<file path="config.mk">
export PLATFORM = sky130hd
export DESIGN_NAME = bram_voice_arbiter
export DESIGN_NICKNAME = d
export VERILOG_FILES = /design/src/rtl/bram_arb_pkg.sv /design/src/rtl/rr_arbiter.sv /design/src/rtl/bram_voice_arbiter.sv
export SDC_FILE = /design/constraint.sdc
export NUM_CORES = 1
export LEC_CHECK = 0
export ABC_CLOCK_PERIOD_IN_PS = 3600
export CAP_MARGIN = 20
export CORE_ASPECT_RATIO = 0.9
export CORE_MARGIN = 3
export CORE_UTILIZATION = 41
export DETAILED_ROUTE_END_ITERATION = 16
export PLACE_DENSITY_LB_ADDON = 0.12
export SETUP_SLACK_MARGIN = 0.2
export SLEW_MARGIN = 30
export SYNTH_ARGS = -nofsm -noshare
export SYNTH_HDL_FRONTEND = slang
export SYNTH_SLANG_ARGS = --single-unit
</file>
<file path="constraint.sdc">
create_clock -name clk -period 3.6 [get_ports clk]
set_input_delay 1.08 -clock clk [delete_from_list [all_inputs] [get_ports clk]]
set_output_delay 1.08 -clock clk [all_outputs]
set_load 0.01 [all_outputs]
</file>
<file path="src/rtl/bram_arb_pkg.sv">
// rtl/bram_arb_pkg.sv - shared types, constants and winner-select function for the BRAM voice arbiter
package bram_arb_pkg;

  typedef enum logic [1:0] {
    IDLE  = 2'd0,
    ISSUE = 2'd1,
    DRAIN = 2'd2,
    DONE  = 2'd3
  } arb_state_t;

  localparam logic [31:0] BRAM_ADDR_INCREMENT = 32'd4;
  localparam int          MAX_REQ             = 8;

  // First set req bit found scanning upward from ptr, wrapping at n; returned one-hot
  function automatic logic [MAX_REQ-1:0] rr_pick(input logic [MAX_REQ-1:0] req,
                                                 input logic [2:0]         ptr,
                                                 input logic [31:0]        n);
    logic [MAX_REQ-1:0] onehot;
    logic               found;
    logic [31:0]        idx;
    onehot = '0;
    found  = 1'b0;
    for (int k = 0; k < MAX_REQ; k++) begin
      idx = ({29'd0, ptr} + 32'(k)) % n;
      if ((32'(k) < n) && !found && req[idx[2:0]]) begin
        onehot[idx[2:0]] = 1'b1;
        found            = 1'b1;
      end
    end
    return onehot;
  endfunction

endpackage

</file>
<file path="src/rtl/rr_arbiter.sv">
// rtl/rr_arbiter.sv - winner select plus registered round-robin pointer; BRAM_ARB_FIXED_PRIO_EN selects fixed priority
module rr_arbiter
  import bram_arb_pkg::*;
#(
  parameter int NUM_REQ = 4
) (
  input  logic               clk,
  input  logic               rst_n,
  input  logic [NUM_REQ-1:0] i_req,
  input  logic               i_advance,
  input  logic [2:0]         i_win_idx,
  output logic [NUM_REQ-1:0] o_winner,
  output logic [2:0]         o_winner_idx
);

  logic [MAX_REQ-1:0] w_req_ext;
  logic [MAX_REQ-1:0] w_pick;

  // Widen the request vector to the function's fixed width
  always_comb begin
    w_req_ext                = '0;
    w_req_ext[NUM_REQ-1:0]   = i_req;
  end

`ifdef BRAM_ARB_FIXED_PRIO_EN
  logic w_unused;
  assign w_unused = ^{clk, rst_n, i_advance, i_win_idx};
  assign w_pick   = rr_pick(w_req_ext, 3'd0, NUM_REQ);
`else
  logic [2:0] r_ptr;

  // Pointer moves to the slot after the finished winner
  always_ff @(posedge clk or negedge rst_n) begin
    if (!rst_n) begin
      r_ptr <= 3'd0;
    end else if (i_advance) begin
      r_ptr <= (i_win_idx == 3'(NUM_REQ - 1)) ? 3'd0 : i_win_idx + 3'd1;
    end
  end

  assign w_pick = rr_pick(w_req_ext, r_ptr, NUM_REQ);
`endif

  // One-hot winner and its binary index
  always_comb begin
    o_winner_idx = 3'd0;
    for (int i = 0; i < MAX_REQ; i++) begin
      if (w_pick[i]) o_winner_idx = 3'(i);
    end
    o_winner = w_pick[NUM_REQ-1:0];
  end

endmodule

</file>
<file path="src/rtl/bram_voice_arbiter.sv">
// rtl/bram_voice_arbiter.sv - shares one BRAM read port among voice loaders in bursts; BRAM_ARB_FIXED_PRIO_EN selects fixed priority
module bram_voice_arbiter
  import bram_arb_pkg::*;
#(
  parameter int NUM_REQ    = 4,
  parameter int NUM_WORDS  = 256,
  parameter int BRAM_DELAY = 2,
  parameter int IDX_W      = $clog2(NUM_WORDS)
) (
  input  logic                 clk,
  input  logic                 rst_n,
  input  logic [NUM_REQ-1:0]   req,
  input  logic [NUM_REQ*32-1:0] base_addr,
  output logic [NUM_REQ-1:0]   grant,
  output logic [NUM_REQ-1:0]   done,
  output logic                 busy,
  output logic                 wr_valid,
  output logic [IDX_W-1:0]     wr_index,
  output logic [31:0]          wr_data,
  output logic [31:0]          BRAM_addr,
  output logic                 BRAM_clk,
  output logic [31:0]          BRAM_din,
  input  logic [31:0]          BRAM_dout,
  output logic                 BRAM_en,
  output logic                 BRAM_rst,
  output logic [3:0]           BRAM_we
);

  localparam logic [IDX_W:0] LAST_WORD = (IDX_W + 1)'(NUM_WORDS - 1);

  arb_state_t            r_state;
  logic [NUM_REQ-1:0]    r_grant;
  logic [NUM_REQ-1:0]    r_done;
  logic                  r_busy;
  logic [31:0]           r_addr;
  logic                  r_en;
  logic                  r_bram_rst;
  logic [IDX_W:0]        r_iss_cnt;
  logic [IDX_W:0]        r_ret_cnt;
  logic [2:0]            r_win_idx;
  logic [BRAM_DELAY-1:0] r_vld_sr;

  logic [NUM_REQ-1:0]    w_winner;
  logic [2:0]            w_win_idx;
  logic [31:0]           w_base;
  logic                  w_ret_valid;
  logic                  w_ptr_adv;

  assign w_ret_valid = r_vld_sr[BRAM_DELAY-1];
  assign w_ptr_adv   = (r_state == DONE);

  rr_arbiter #(.NUM_REQ(NUM_REQ)) u_rr_arbiter (
    .clk          (clk),
    .rst_n        (rst_n),
    .i_req        (req),
    .i_advance    (w_ptr_adv),
    .i_win_idx    (r_win_idx),
    .o_winner     (w_winner),
    .o_winner_idx (w_win_idx)
  );

  // Base address of the would-be winner, captured only at grant
  always_comb begin
    w_base = 32'd0;
    for (int i = 0; i < NUM_REQ; i++) begin
      if (w_winner[i]) w_base = base_addr[32*i +: 32];
    end
  end

  // Burst sequencer: grant, issue NUM_WORDS reads, wait for the last return, pulse done
  always_ff @(posedge clk or negedge rst_n) begin
    if (!rst_n) begin
      r_state   <= IDLE;
      r_grant   <= '0;
      r_done    <= '0;
      r_busy    <= 1'b0;
      r_addr    <= 32'd0;
      r_en      <= 1'b0;
      r_iss_cnt <= '0;
      r_ret_cnt <= '0;
      r_win_idx <= 3'd0;
    end else begin
      r_done <= '0;
      if (w_ret_valid) r_ret_cnt <= r_ret_cnt + 1'b1;
      case (r_state)
        IDLE: begin
          if (|req) begin
            r_grant   <= w_winner;
            r_win_idx <= w_win_idx;
            r_busy    <= 1'b1;
            r_addr    <= w_base;
            r_en      <= 1'b1;
            r_iss_cnt <= '0;
            r_ret_cnt <= '0;
            r_state   <= ISSUE;
          end
        end
        ISSUE: begin
          r_iss_cnt <= r_iss_cnt + 1'b1;
          if (r_iss_cnt == LAST_WORD) begin
            r_en    <= 1'b0;
            r_state <= DRAIN;
          end else begin
            r_addr <= r_addr + BRAM_ADDR_INCREMENT;
          end
        end
        DRAIN: begin
          if (w_ret_valid && (r_ret_cnt == LAST_WORD)) begin
            r_done  <= r_grant;
            r_state <= DONE;
          end
        end
        DONE: begin
          r_grant <= '0;
          r_busy  <= 1'b0;
          r_state <= IDLE;
        end
        default: r_state <= IDLE;
      endcase
    end
  end

  // Valid-bit pipeline matching the BRAM read latency
  always_ff @(posedge clk or negedge rst_n) begin
    if (!rst_n) begin
      r_vld_sr <= '0;
    end else begin
      r_vld_sr[0] <= r_en;
      for (int k = 1; k < BRAM_DELAY; k++) r_vld_sr[k] <= r_vld_sr[k-1];
    end
  end

  // Port reset held through reset and dropped on the first clock after release
  always_ff @(posedge clk or negedge rst_n) begin
    if (!rst_n) r_bram_rst <= 1'b1;
    else        r_bram_rst <= 1'b0;
  end

  assign grant     = r_grant;
  assign done      = r_done;
  assign busy      = r_busy;
  assign wr_valid  = w_ret_valid;
  assign wr_index  = r_ret_cnt[IDX_W-1:0];
  assign wr_data   = w_ret_valid ? BRAM_dout : 32'd0;
  assign BRAM_addr = r_addr;
  assign BRAM_clk  = clk;
  assign BRAM_din  = 32'd0;
  assign BRAM_en   = r_en;
  assign BRAM_rst  = r_bram_rst;
  assign BRAM_we   = 4'd0;

endmodule

</file>
Word-level counts from Yosys, hierarchy flattened
Cells that the tools add are included.
{ "word_totals": {"reg_bits": 70, "inputBits": 166} }
{ "op_classes": {"addsub": 7, "order_cmp": 8, "n_eq_ne": 10, "muxes": 56, "bitwise_logic": 3, "reduce_logical": 21} }
{ "ops": {"columns": ["operator", "n"], "rows": [
  ["32-bit 2-to-1 mux", 7],
  ["32-bit case mux with 2 select lines", 1],
  ["9-bit 2-to-1 mux", 4],
  ["32-bit by 3-bit adder with 32-bit output (second input constant)", 1],
  ["8-bit 2-to-1 mux", 3],
  ["9-bit by 1-bit adder with 9-bit output (second input constant)", 2],
  ["9-bit by 8-bit equality test with 1-bit output (second input constant)", 2],
  ["3-bit 2-to-1 mux", 6],
  ["9-bit case mux with 2 select lines", 1],
  ["2-bit by 4-bit < comparator with 1-bit output (second input constant)", 4],
  ["4-bit 2-to-1 mux", 4],
  ["8-bit by 4-bit bitwise OR with 8-bit output", 2],
  ["1-bit 2-to-1 mux", 14],
  ["3-bit AND reduction", 3],
  ["1-bit binary-select mux with 2-bit select", 4],
  ["1-bit demux with 2-bit select", 4],
  ["2-bit by 1-bit >= comparator with 1-bit output (second input constant)", 4],
  ["1-bit logical AND", 8],
  ["2-bit 2-to-1 mux", 4],
  ["2-bit != test (second input constant)", 4],
  ["2-bit case mux with 4 select lines", 1],
  ["4-bit case mux with 2 select lines", 1],
  ["2-bit AND reduction", 3],
  ["2-bit by 1-bit adder with 2-bit output (second input constant)", 2],
  ["10 further kinds", 16]
]} }

Logic depth before layout (Yosys ltp)
{ "depth": {"ltp_word": 19, "mapped_depth": 13} }

By module
Synthesis repeated with hierarchy kept, for this count alone.
{ "unflattened": {"cells_unflattened": 644, "hier_area_um2": 5511.5} }
{ "by_module_without_submodules": {"columns": ["mod", "n_inst", "cells_each", "area_each_um2"], "rows": [
  ["bram_voice_arbiter", 1, 592, 5037.3],
  ["rr_arbiter", 1, 52, 474.2]
]} }

==> impl_summary.md <==
Detailed routing
The count of nets left with antenna violations once routing finished came out at 0. The post-detailed-route DRC marker count is 0. The number of DRC markers in iteration 0 is between 600 and 700. Summed over all layers, the routed wires come to 21,600 microns. In the routed layout, each cell is associated on average with a via count of 5.69. Detailed routing inserted a total of 6,262 vias.

The first TritonRoute pass finished after 5 iterations. Dividing the detail-routed wire length by the instance count gives 19.6 microns.

Hold path
The worst hold path cell count is 0. The class of the tightest hold or removal check is register to register. In this run the most critical hold path is launched from r_vld_sr[0]. For hold timing, the worst endpoint is r_vld_sr[1].

Setup path
The worst register-to-register path ends at BRAM_addr[6]. In this run the critical register-to-register path is launched from u_rr_arbiter.r_ptr[0]. Data on the critical path is required at its endpoint by between 2000 and 3000 ps. The element type at the critical path start is a clock port.

The largest stage delay on the critical path is 220 ps. The critical path buffer and inverter count is 3. At the worst endpoint, the arrival time is 2270 ps. The number of cells on the worst reg-to-reg path is 12. The most numerous cell type found on the critical path is clkbuf_16. Grouping stages by cell kind, the critical path spends the most delay in buffers and inverters. Across all register-to-register paths, the minimum setup slack is 530 ps. STA classifies the critical path endpoint as an output port. The largest individual stage delay along the critical path comes from the cell clkdlybuf4s15_1. Of all nets on the critical path, the largest fanout is 2. The startpoint-to-endpoint class of the critical path is clock port to output port. The signal on the critical path passes through clkbuf_16 > clkbuf_16 > clkdlybuf4s15_1.

Layout
After the last flow step, the layout net total stands at 1,117. The cell area after layout is 8660 sq um. The number of antenna diodes is 0. The synthesis-to-layout area growth is 58.3%. Once layout is complete, the utilization of the core stands at 67.2%.

The share of post-route cells with drive strength above 1 is 10.4%.

Run
The tool flagged a number of max-cap violations equal to 0.

Global routing
The global-route usage over all layers is 27.8%. The number of global-route vias before repair is 6,081. The number of antenna violations at the first check in global routing is 0. The wire length of the first global-routing pass is 32,200 microns.

The total overflow left after global routing is 0. The pin count of the biggest net entering global routing is 70.

Power and ir drop
The clock network fraction of total power is 45.5%. Dividing total power by cell area gives a power density of ~250 nW/um^2. The worst vdd rail ir drop is around 210 uV. The cell internal power dissipation is about 1700 uW.

The net switching share of the total power is 24.2%. Registers are responsible for 36.1% of the overall power. In this run, the combinational gates consume 18.4% of the power. The power consumption is roughly 2200 uW.

The analysis attributes to cell leakage a power of about 0.0036 uW. The net switching power figure is 531 uW.

Clock network
TritonCTS built the clock tree. After clock tree synthesis, the flow added hold-fix buffers numbering 0. Clock-pin slew was measured on the worst setup and hold paths at ~50 ps.

The clock insertion delay at the later pin of the skew report is 450 ps.

Synthesis
The post-synthesis sequential element count is 69. The largest area contributor in the netlist is dfrtp_1. The commonest cells after synthesis are dfrtp_1 (68), a21oi_1 (58), o21ai_0 (56), nand2_1 (51), buf_4 (49). The synthesized netlist devotes approximately 4.1% of its cell area to adder and majority cells. The cell area that synthesis handed to floorplanning was about 5500 sq um. The synthesized area per cell is approximately 8.2 sq um. The dominant synthesized flop cell is dfrtp_1.

The sequential fraction of the synthesis area is 31.6%. Summing the areas of all compound-gate instances in the mapped netlist gives 26.3% of the synthesized area. In the synthesized netlist, the number of instances is 664. The count of yosys warnings during synthesis is 0.

After Yosys synthesis, XOR and XNOR cells account for 0.801% of the synthesized area. In this run, distinct cell masters in the synthesized netlist total 62. After synthesis, the largest area contributor takes up 31.1% of total cell area.

The proportion of synthesized area in mux cells is 5.08%. Sorting the synthesized cells by area gives the leading types as dfrtp_1 (31%), buf_4 (6.7%), a21oi_1 (5.3%). The most frequent cell after synthesis is dfrtp_1. After synthesis, the share of flip-flops with an asynchronous set or reset is 100%. Of the total synthesized cell area, the portion taken by AND, OR, NAND and NOR gates is between 20% and 30%. Counting flops with a built-in enable in the synthesized netlist gives 0. After synthesis, the largest family of logic cells by area is compound AO/OA/AOI/OAI gates.

Timing
For the final database, setup skew stands at 8.08 ps. The number of failing hold endpoints at the final stage is 0. Setup repair after global routing left no endpoint under its margin. At the pin with the least slew margin, the transition time is between 700 and 800 ps. Setup violations remaining at the end of the flow were counted as 0. Adding up every negative setup slack in the final design gives 0 ps. The number of slew-limit violations in the final report is 0. The worst path setup slack after routing is 254 ps. The worst slew margin relative to its limit is 52.1%.

Floorplan
In this run the core area contains 39 standard-cell rows. In this run the vertical extent of the chip is 116 microns. The initial utilization of the core area, before any placement, comes to 42.5%. The total area inside the core boundary comes to 12,900 sq um. The die covers 14,800 sq um. The boundary pin count is 287. The x dimension of the die is 128 microns.

Place
The final RePlAce weighted congestion is 0.942. Summed over all nets, the half-perimeter wirelength after detailed placement is between 15,000 and 20,000 microns. Once placement finished, the instance area stood at 8260 sq um. The setup slack after placement is -225 ps. Buffers placed on the I/O ports in this run total 250.

Run status
The flow ran to the end, and the final reports show no timing, DRC or antenna violations.
==> layout make-up <==
class	instances	area (sq um)
clock buffers	17	335
clock inverters	2	10.0
fillers	1053	4220
inverters	15	56.3
multi-input cells	530	3330
flip-flops and latches	69	1730
well taps	164	205
repair buffers	304	2990
==> power groups by stage <==
stage | clock network, uW | registers, uW | logic, uW
after detailed placement | 28.3 | 805 | 395
after floorplan | 22.9 | 805 | 144
final | 996 | 791 | 404
after global routing | 1050 | 792 | 430
after CTS | 1010 | 791 | 397
after global placement | 28.3 | 805 | 394
==> flip-flops by register name, indices dropped and copies added, names as in the netlist, 4 cells and up <==
| name | flops |
|---|---|
| grant | 4 |
| done | 4 |
| BRAM_addr | 32 |
| r_iss_cnt | 9 |
| r_ret_cnt | 9 |
==> placed cells by master (no fill, tap or decap), types with 4 or more instances in the layout <==
master / Yosys / layout
o2bb2ai_1: 16 / 16
a221oi_1: 16 / 14
a31oi_1: 8 / 8
a21o_1: 4 / 4
nor4_1: 4 / 4
o22ai_1: 12 / 12
nand4_1: 13 / 13
nand2b_1: 4 / 4
dfrtp_1: 68 / 67
o211ai_1: 9 / 9
and3_1: 15 / 15
mux4_2: 4 / 4
nor3_1: 6 / 6
buf_12: 0 / 6
and2_1: 40 / 41
mux2_2: 6 / 6
and4_1: 4 / 4
inv_1: 15 / 15
a22o_1: 5 / 5
mux2i_1: 12 / 12
a21oi_1: 58 / 57
nor2_1: 38 / 37
buf_4: 49 / 48
conb_1: 1 / 37
xor2_1: 4 / 4
a22oi_1: 4 / 4
clkdlybuf4s50_1: 0 / 247
clkbuf_16: 0 / 12
o21ai_0: 56 / 56
ha_1: 18 / 18
nand2_1: 51 / 51
nand3_1: 40 / 40
==> worst max-delay path by stage <==
| stage | from | end | slack, ps | cells past startpoint |
|---|---|---|---|---|
| after floorplan | req[2] | BRAM_addr[29] | 560 | 7 |
| after global placement | req[0] | BRAM_addr[22] | -130 | 9 |
| after detailed placement | req[0] | BRAM_addr[22] | -220 | 9 |
| after CTS | req[0] | BRAM_addr[22] | 220 | 9 |
| after global routing | req[1] | BRAM_addr[18] | 210 | 11 |
| final | clk | BRAM_clk | 250 | 3 |
==> worst reg2reg max path: stages (launching register included) <==
cell,delay [ps]
dfrtp_1,320
buf_4,210
inv_1,120
ha_1,400
mux2i_1,270
o22ai_1,150
a211oi_2,310
o31ai_4,110
buf_4,160
nor4_4,340
buf_12,200
a21oi_1,80
a222oi_1,290
==> cell families after synthesis <==
family	count (synthesis)
other cells	1
compound gates	220
fa+ha+maj	18
flops	69
xor+xnor	5
simple gates	228
mux	22
buf+inv	101
==> metal layers <==
layer | global-route usage [%] | part of all wire, % | routed length (microns) | vias to the layer above
li1 | - | - | - | 2921
met1 | 34.4 | 39 | 8380 | 2948
met2 | 47.9 | 49 | 10700 | 359
met3 | 6.18 | 9.5 | 2050 | 34
met4 | 10.5 | 2.4 | 519 | 0
met5 | 0 | 0 | 0 | -
==> repair_timing <==
item / 4_1_cts / 5_1_grt
resized for setup: 2 / 9
setup endpoints to repair: 1 / 12
pin swaps: 0 / 1
buffers inserted: 0 / 4
==> through the flow <==
stage / instances / hold slack (ps)
after detailed placement: 1079 / 342
after floorplan: 700 / 331
after CTS: 1097 / 354
after global placement: 1079 / 336
after global routing: 1101 / 366
final: 1101 / 351
Power figures use the tool's default switching activity.
